## src/rtl/dac_spi_writer.sv

```systemverilog
// dac_spi_writer: DAC power-up sequencing plus valid/ready to 24-bit SPI frame serializer with LDAC strobe.
module dac_spi_writer #(
  parameter int CLK_DIV = 2,
  parameter int RST_CYCLES = 16,
  parameter int INIT_WAIT = 64,
  parameter int SYNC_GAP = 4,
  parameter int LDAC_W = 2,
  parameter logic [1:0] MODE = 2'b11
) (
  input  logic        sys_clk,
  input  logic        n_rst,
  input  logic        wr_valid,
  output logic        wr_ready,
  input  logic [5:0]  wr_addr,
  input  logic [15:0] wr_data,
  input  logic        ldac_req,
  output logic        busy,
  output logic        init_done,
  output logic        sdi,
  output logic        sclk,
  output logic        n_sync,
  output logic        n_reset,
  output logic        n_ldac
);
  localparam int CW = 16;
  typedef enum logic [2:0] {RST_PULSE, RST_WAIT, IDLE, SHIFT, GAP, LDAC} state_t;
  state_t state;
  logic [CW-1:0] cnt;
  logic [4:0] bit_cnt;
  logic [22:0] sr;
  logic pend;
  always_ff @(posedge sys_clk or negedge n_rst) begin
    if (!n_rst) begin
      state <= RST_PULSE;
      cnt <= '0;
      bit_cnt <= '0;
      sr <= '0;
      pend <= 1'b0;
      sdi <= 1'b0;
      sclk <= 1'b1;
      n_sync <= 1'b1;
      n_reset <= 1'b0;
      n_ldac <= 1'b1;
      wr_ready <= 1'b0;
      busy <= 1'b0;
      init_done <= 1'b0;
    end else begin
      cnt <= cnt + 1'b1;
      if (ldac_req) pend <= 1'b1;
      case (state)
        RST_PULSE: if (cnt == CW'(RST_CYCLES - 1)) begin
          n_reset <= 1'b1;
          cnt <= '0;
          state <= RST_WAIT;
        end
        RST_WAIT: if (cnt == CW'(INIT_WAIT - 1)) begin
          init_done <= 1'b1;
          wr_ready <= 1'b1;
          state <= IDLE;
        end
        IDLE: begin
          cnt <= '0;
          if (wr_valid) begin
            // bit 23 goes straight to sdi; sr holds the remaining 23 bits
            sr <= {MODE[0], wr_addr, wr_data};
            sdi <= MODE[1];
            n_sync <= 1'b0;
            wr_ready <= 1'b0;
            busy <= 1'b1;
            bit_cnt <= '0;
            state <= SHIFT;
          end else if (pend) begin
            n_ldac <= 1'b0;
            wr_ready <= 1'b0;
            busy <= 1'b1;
            state <= LDAC;
          end
        end
        SHIFT: begin
          if (cnt == CW'(CLK_DIV - 1)) sclk <= 1'b0;
          if (cnt == CW'(2 * CLK_DIV - 1)) begin
            cnt <= '0;
            sclk <= 1'b1;
            if (bit_cnt == 5'd23) begin
              n_sync <= 1'b1;
              state <= GAP;
            end else begin
              sdi <= sr[22];
              sr <= sr << 1;
              bit_cnt <= bit_cnt + 1'b1;
            end
          end
        end
        GAP: if (cnt == CW'(SYNC_GAP - 1)) begin
          cnt <= '0;
          if (pend) begin
            n_ldac <= 1'b0;
            state <= LDAC;
          end else begin
            wr_ready <= 1'b1;
            busy <= 1'b0;
            state <= IDLE;
          end
        end
        LDAC: if (cnt == CW'(LDAC_W - 1)) begin
          n_ldac <= 1'b1;
          pend <= ldac_req;
          wr_ready <= 1'b1;
          busy <= 1'b0;
          state <= IDLE;
        end
        default: state <= IDLE;
      endcase
    end
  end
endmodule

```

## config.mk

```make
export PLATFORM = sky130hd
export DESIGN_NAME = dac_spi_writer
export DESIGN_NICKNAME = d
export VERILOG_FILES = /design/src/rtl/dac_spi_writer.sv
export SDC_FILE = /design/constraint.sdc
export NUM_CORES = 1
export LEC_CHECK = 0
export CAP_MARGIN = 20
export CORE_AREA = 5 5 90 92
export DETAILED_ROUTE_END_ITERATION = 7
export DIE_AREA = 0 0 95 97
export GPL_TIMING_DRIVEN = 0
export MAX_ROUTING_LAYER = met4
export PLACE_DENSITY_LB_ADDON = 0.25
export SKIP_LAST_GASP = 1
export SYNTH_ARGS = -nofsm -noshare
export SYNTH_HDL_FRONTEND = slang
export SYNTH_SLANG_ARGS = --single-unit
```

## constraint.sdc

```tcl
create_clock -name sys_clk -period 5.2 [get_ports sys_clk]
set_clock_uncertainty 0.05 [all_clocks]
set_input_delay 1.56 -clock sys_clk [delete_from_list [all_inputs] [get_ports sys_clk]]
set_output_delay 1.56 -clock sys_clk [all_outputs]
set_load 0.01 [all_outputs]
```

==> impl_metrics.toml, run 1 <==
[logic_synthesis]
yosysMostFrequentCell = "dfrtp_1"
synth-async-reset-ratio_pct = 100
synth_top_family_by_area = "simple AND/OR/NAND/NOR gates"
yosysSeqAreaShare_pct = 48.8
synth_commonest_cells = "53 x dfrtp_1, 37 x nand2_1, 36 x nor2_1"
post_synth.cell_area_avg_um2 = 9.82
synth_compound_area_share_pct = 11.6
synthAdderAreaFrac_pct = 1.30
ys.flop_type = "dfrtp_1"
yosysUniqueCellTypes = 49
ys_ff_latch = 56
yosysTopAreaCell = "dfrtp_1"
postSynthNetCount = 322
synthTopCellsByArea = "dfrtp_1 46%, mux2i_1 7.7%, nand2_1 4.8%"
synth-xor-area-share_pct = 5.17
synth_edf_count = 0
synth_simple_gate_area_share_pct = 21.9
synthCells = 293
synthMuxAreaShare_pct = 8.43
yosys_warnings = 0
yosysTopAreaCellShare_pct = 46.1
syn_area_um2 = 2880

[drt]
dr_wl_met2_um = 2950
drc_errors = 0
wire_per_inst_um = 14.1
drtPass1Iterations = 4
wl_met3_um = 223
wl_met1_um = 2890
vias_per_cell = 5.09
vias = 2208
drt_iter0_drc = 42
postRouteAntennaNets = 0
top_layer = "met4"
routed_wl_um = 6120

[clocking]
cts_setup_buffers = 0
cts_hold_buf = 0
clockBufferDepth = 2
cts_root_buffer = "clkbuf_8"
clkSinkCount = 56
clkSlewWorstSetupHoldPaths_ps = 100
cts_resized = 0
clk_latency_ps = 310
cts_tree = "done"
htreeDepth = 2
cts_buffers = 5

[sta]
period_share_pct = 59.1
layout_min_cycle_time_ps = 3070
final_max_slew_viol_count = 0
hold_viol = 0
slew_headroom_pct = 42.2
fmax_mhz = 326
tightest_slew_ps = 867
rsz0062_at_grt = "false"
tns_ps = 0
finalSetupViolCount = 0

[place]
gp_congestion = 0.877
io_buffers = 33
hpwl_um = 4390

[power]
p_leak_nw = 1.63
p_clk_share_pct = 38.5
comb_power_share_pct = 4.6
p_sw_share_pct = 21.3
internal_power_mw = 0.602
ir_drop_mv = 0.0960
power_density_nw_per_um2 = 221
p_switching_mw = 0.163
pwr-share-seq_pct = 56.9

[worst_setup_path]
r2r_slack_ps = 2750
r2r-start = "cnt[0]"
crit_path_start_kind = "primary input"
cp-end-kind = "register"
reg2reg_depth = 8
cp_data_required_time_ps = 5360
worstPathArrival_ps = 3230
r2r_end = "state[0]"
cp_max_fo = 5
worstSetupPathType = "primary input to register"

[floorplan]
rows = 31
pin_count = 34
die_x_um = 95
design.die.area_um2 = 9220
start_util_pct = 40.3
die_h_um = 97
core-area_um2 = 7140

[layout]
drive_above_1_share_pct = 8.66
syn_to_final_growth_pct = 20.4
fillers = 701
final_core_util_pct = 48.6
nets = 363
antennaDiodeCount = 0

[global_route]
grt_overflow = 0
grt.total_usage_pct = 14.5
grt_pass1_vias = 2191
grt_first_pass_wirelength_um = 10600
grt_max_degree = 37
grt_antenna_before_repair = 0

[run]
maxCapViolCount = 0

[hold_path]
min_path_type = "register to register"
hold_path.startpoint = "n_reset"
hold-path-cell-count = 2
hold_end = "n_reset"

[outcome]
status = "complete, no violations"
## logic make-up (layout without fill, tap and decap cells)
logic type | count (synthesis) | in the layout
adder cells (fa/ha/maj) | 3 | 3
buffers and inverters | 17 | 59
XOR/XNOR | 17 | 17
AO/OA/AOI/OAI | 56 | 56
multiplexers | 24 | 24
AND/OR/NAND/NOR | 120 | 120
flip-flops | 56 | 56
## worst max-delay path, cell delays in order
cell and delay [ps]:
clkdlybuf4s50_1 570, nor3_1 100, a21oi_1 200, o211ai_1 130
nor3_1 300, mux2_2 370
## worst max path at each step
stage / endpoint / depth (start not counted) / startpoint / slack (ps)
5_1_grt: sr[20] / 7 / wr_valid / 1970
4_1_cts: state[0] / 6 / wr_valid / 2170
3_3_place_gp: sr[16] / 1 / n_rst / 700
2_1_floorplan: state[1] / 5 / wr_valid / 2560
3_5_place_dp: bit_cnt[1] / 7 / wr_valid / 1840
6_report: state[0] / 6 / wr_valid / 2130
## layout make-up
class / count / area, um2 / area share, %
Timing Repair Buffer: 34 / 353 / 10.2
Clock buffer: 6 / 72.6 / 2.09
Multi-Input combinational cell: 220 / 1390 / 40.1
Clock inverter: 2 / 38.8 / 1.12
Inverter: 3 / 11.3 / 0.325
Tap cell: 99 / 124 / 3.57
Buffer: 14 / 70.1 / 2.02
Sequential cell: 56 / 1410 / 40.5
## through the flow
step                total power, mW  setup WS (ps)  hold slack (ps)  std cells  instance area, um2
floorplan                     0.448           2560              398        293                2880
global placement              0.478            702              401        425                3330
detailed placement            0.481           1840              409        426                3350
CTS                           0.775           2170              434        434                3470
global route                  0.796           1970              468        434                3470
finish                        0.765           2130              428        434                3470
## cell usage in the layout (no fill, tap or decap), types with 4 or more instances in the layout
cell             netlist  final
a21oi_1               11     11
and3_1                 5      5
buf_2                  5      6
clkbuf_1               7      8
clkbuf_8               0      5
clkdlybuf4s50_1        0     32
dfrtp_1               53     53
mux2i_1               22     22
nand2_1               37     37
nand2b_1               4      4
nand3_1                9      9
nand4_1                4      4
nor2_1                36     36
nor2b_1                4      4
o21ai_0               15     15
o21ai_1               12     12
xnor2_1                4      4
xor2_1                13     13
## power by group through the flow
stage / Sequential, mW / Clock (mW) / Combinational [mW]
after floorplan: 0.444 / 0 / 0.00459
after global placement: 0.444 / 0 / 0.0341
after detailed placement: 0.444 / 0 / 0.0368
after CTS: 0.435 / 0.303 / 0.0368
after global routing: 0.435 / 0.321 / 0.0395
final: 0.435 / 0.294 / 0.0355
## sequential cells by signal, summed over array words and instances (netlist names)
register,flops
bit_cnt,5
wr_ready,1
n_ldac,1
init_done,1
cnt,16
busy,1
sclk,1
n_sync,1
n_reset,1
state,3
sr,23
sdi,1
pend,1
## layer usage
| layer | up-vias | track usage (%) |
|---|---|---|
| li1 | 1100 | - |
| met1 | 1065 | 19.4 |
| met2 | 38 | 22.7 |
| met3 | 5 | 3.26 |
| met4 | 0 | 3.00 |
| met5 | - | - |
No activity file was read; power rests on OpenSTA's default activity.
==> run 2, diff against run 1 <==
Clock period 5.2 ns to 2.5 ns, I/O delays scaled along.
==> impl_metrics.toml, run 2 (synthesis gave the netlist of run 1 again) <==
[outcome]
status = "complete, no violations"

[layout]
top_regs = "sr x23, cnt x16, bit_cnt x5"
antennaDiodeCount = 0
nets = 363
largest_reg_flops = 23
fin_area_um2 = 3470
stdcell_count = 434
final_common_cell = "dfrtp_1"
layout_common_cells = "53 x dfrtp_1, 37 x nand2_1, 36 x nor2_1"
largest_register = "sr"
syn_to_final_growth_pct = 20.6
drive_above_1_share_pct = 8.96

[clocking]
cts_setup_buffers = 0
clkSinkCount = 56
clkSlewWorstSetupHoldPaths_ps = 100
clk_latency_ps = 310
clockBufferDepth = 2
cts_root_buffer = "clkbuf_8"
cts_tree = "done"
htreeDepth = 2
cts_buffers = 5

[drt]
drc_errors = 0
drt_iter0_drc = 39
routed_wl_um = 6090
wire_per_inst_um = 14.0
vias_per_cell = 5.08
drtPass1Iterations = 4
vias = 2203
postRouteAntennaNets = 0

[global_route]
grt.total_usage_pct = 14.5
grt_antenna_before_repair = 0
grt_pass1_vias = 2191
grt_max_degree = 37
grt_overflow = 0
grt_first_pass_wirelength_um = 10600

[floorplan]
pin_count = 34
design.die.area_um2 = 9220
die_h_um = 97
core-area_um2 = 7140
die_x_um = 95
rows = 31
start_util_pct = 40.3

[place]
gp_congestion = 0.877
dp_cells = 426
hpwl_um = 4390
io_buffers = 33
post-place-ws_ps = -48.3
place_area_um2 = 3350

[worst_setup_path]
cp-end-kind = "register"
crit_path_start_kind = "register"
worstSetupPathType = "register to register"
worstPathArrival_ps = 2480
cp_data_required_time_ps = 2660
crit_chain = "ha_1 > nor3b_2 > and4_1 > buf_2 > a2bb2oi_1 > nor2_1 > nor3_1 > mux2_2"
cp_max_fo = 7
slowest_delay_ps = 400
slowest_stage = "dfrtp_1"

[sta]
layout_min_cycle_time_ps = 2330
slew_headroom_pct = 42.6
rsz0062_at_grt = "false"
fmax_mhz = 429
tightest_slew_ps = 860
finalSetupViolCount = 0
period_share_pct = 93.1
tns_ps = 0
final_max_slew_viol_count = 0
hold_viol = 0
fin_ws_ps = 171
holdWs_ps = 429

[power]
power_density_nw_per_um2 = 459
ir_drop_mv = 0.200
p_leak_nw = 1.64

[hold_path]
min_path_type = "register to register"

[run]
maxCapViolCount = 0
-- run 2: changes by cell type in the layout (fill, tap and decap cells not counted) --
cell,change
nor3b_2,+1
nor3b_1,-1
-- run 2: power by group --
group | switching, mW | internal (mW)
registers | 0.0000000000000000995 | 0.905
logic | 0.0302 | 0.0436
clock network | 0.310 | 0.304
total | 0.340 | 1.25
-- run 2: timing repair --
| action | 4_1_cts | 5_1_grt |
|---|---|---|
| resized for setup | 0 | 1 |
| hold buffers | 0 | 0 |
| setup endpoints to repair | 0 | 1 |
-- run 2: area by class of cell --
type	instances	area, um2
clock inverter	2	38.8
sequential	56	1410
clock buffer	6	72.6
buffer	14	70.1
multi-input combinational	220	1400
fill	700	3670
tap	99	124
inverter	3	11.3
timing repair buffer	34	353
-- run 2: critical path: cells and delay by family, from the launching register on --
family | cells | cell delay, ps
and+or+nand+nor | 4 | 740
DFF | 1 | 400
muxes | 1 | 370
adders and majority gates | 1 | 280
AOI/OAI and AO/OA | 1 | 200
buffers and inverters | 1 | 190
-- run 2: final timing paths --
check,start,end,slack [ps],depth (start not counted)
min in group asynchronous,n_rst,pend,500,1
max,cnt[0],state[0],170,8
max in group asynchronous,n_rst,sr[11],1320,2
min,n_reset,n_reset,430,2
min reg2reg,n_reset,n_reset,430,2
max reg2reg,cnt[0],state[0],170,8
-- run 2: metal layers --
metal | wire (um) | vias to the layer above | part of all wire (%) | track usage [%]
met5 | 0 | - | 0 | -
met4 | 52 | 0 | 0.85 | 3.00
met3 | 173 | 5 | 2.8 | 3.26
met2 | 2980 | 28 | 49 | 22.7
met1 | 2890 | 1068 | 47 | 19.4
li1 | - | 1102 | - | -
-- run 2: per-stage QoR --
| step | util, % | total power, mW |
|---|---|---|
| finish | 48.6 | 1.59 |
| global placement | 46.7 | 0.994 |
| detailed placement | 47.0 | 1.00 |
| global route | 48.6 | 1.66 |
| floorplan | - | 0.933 |
| CTS | 48.6 | 1.61 |
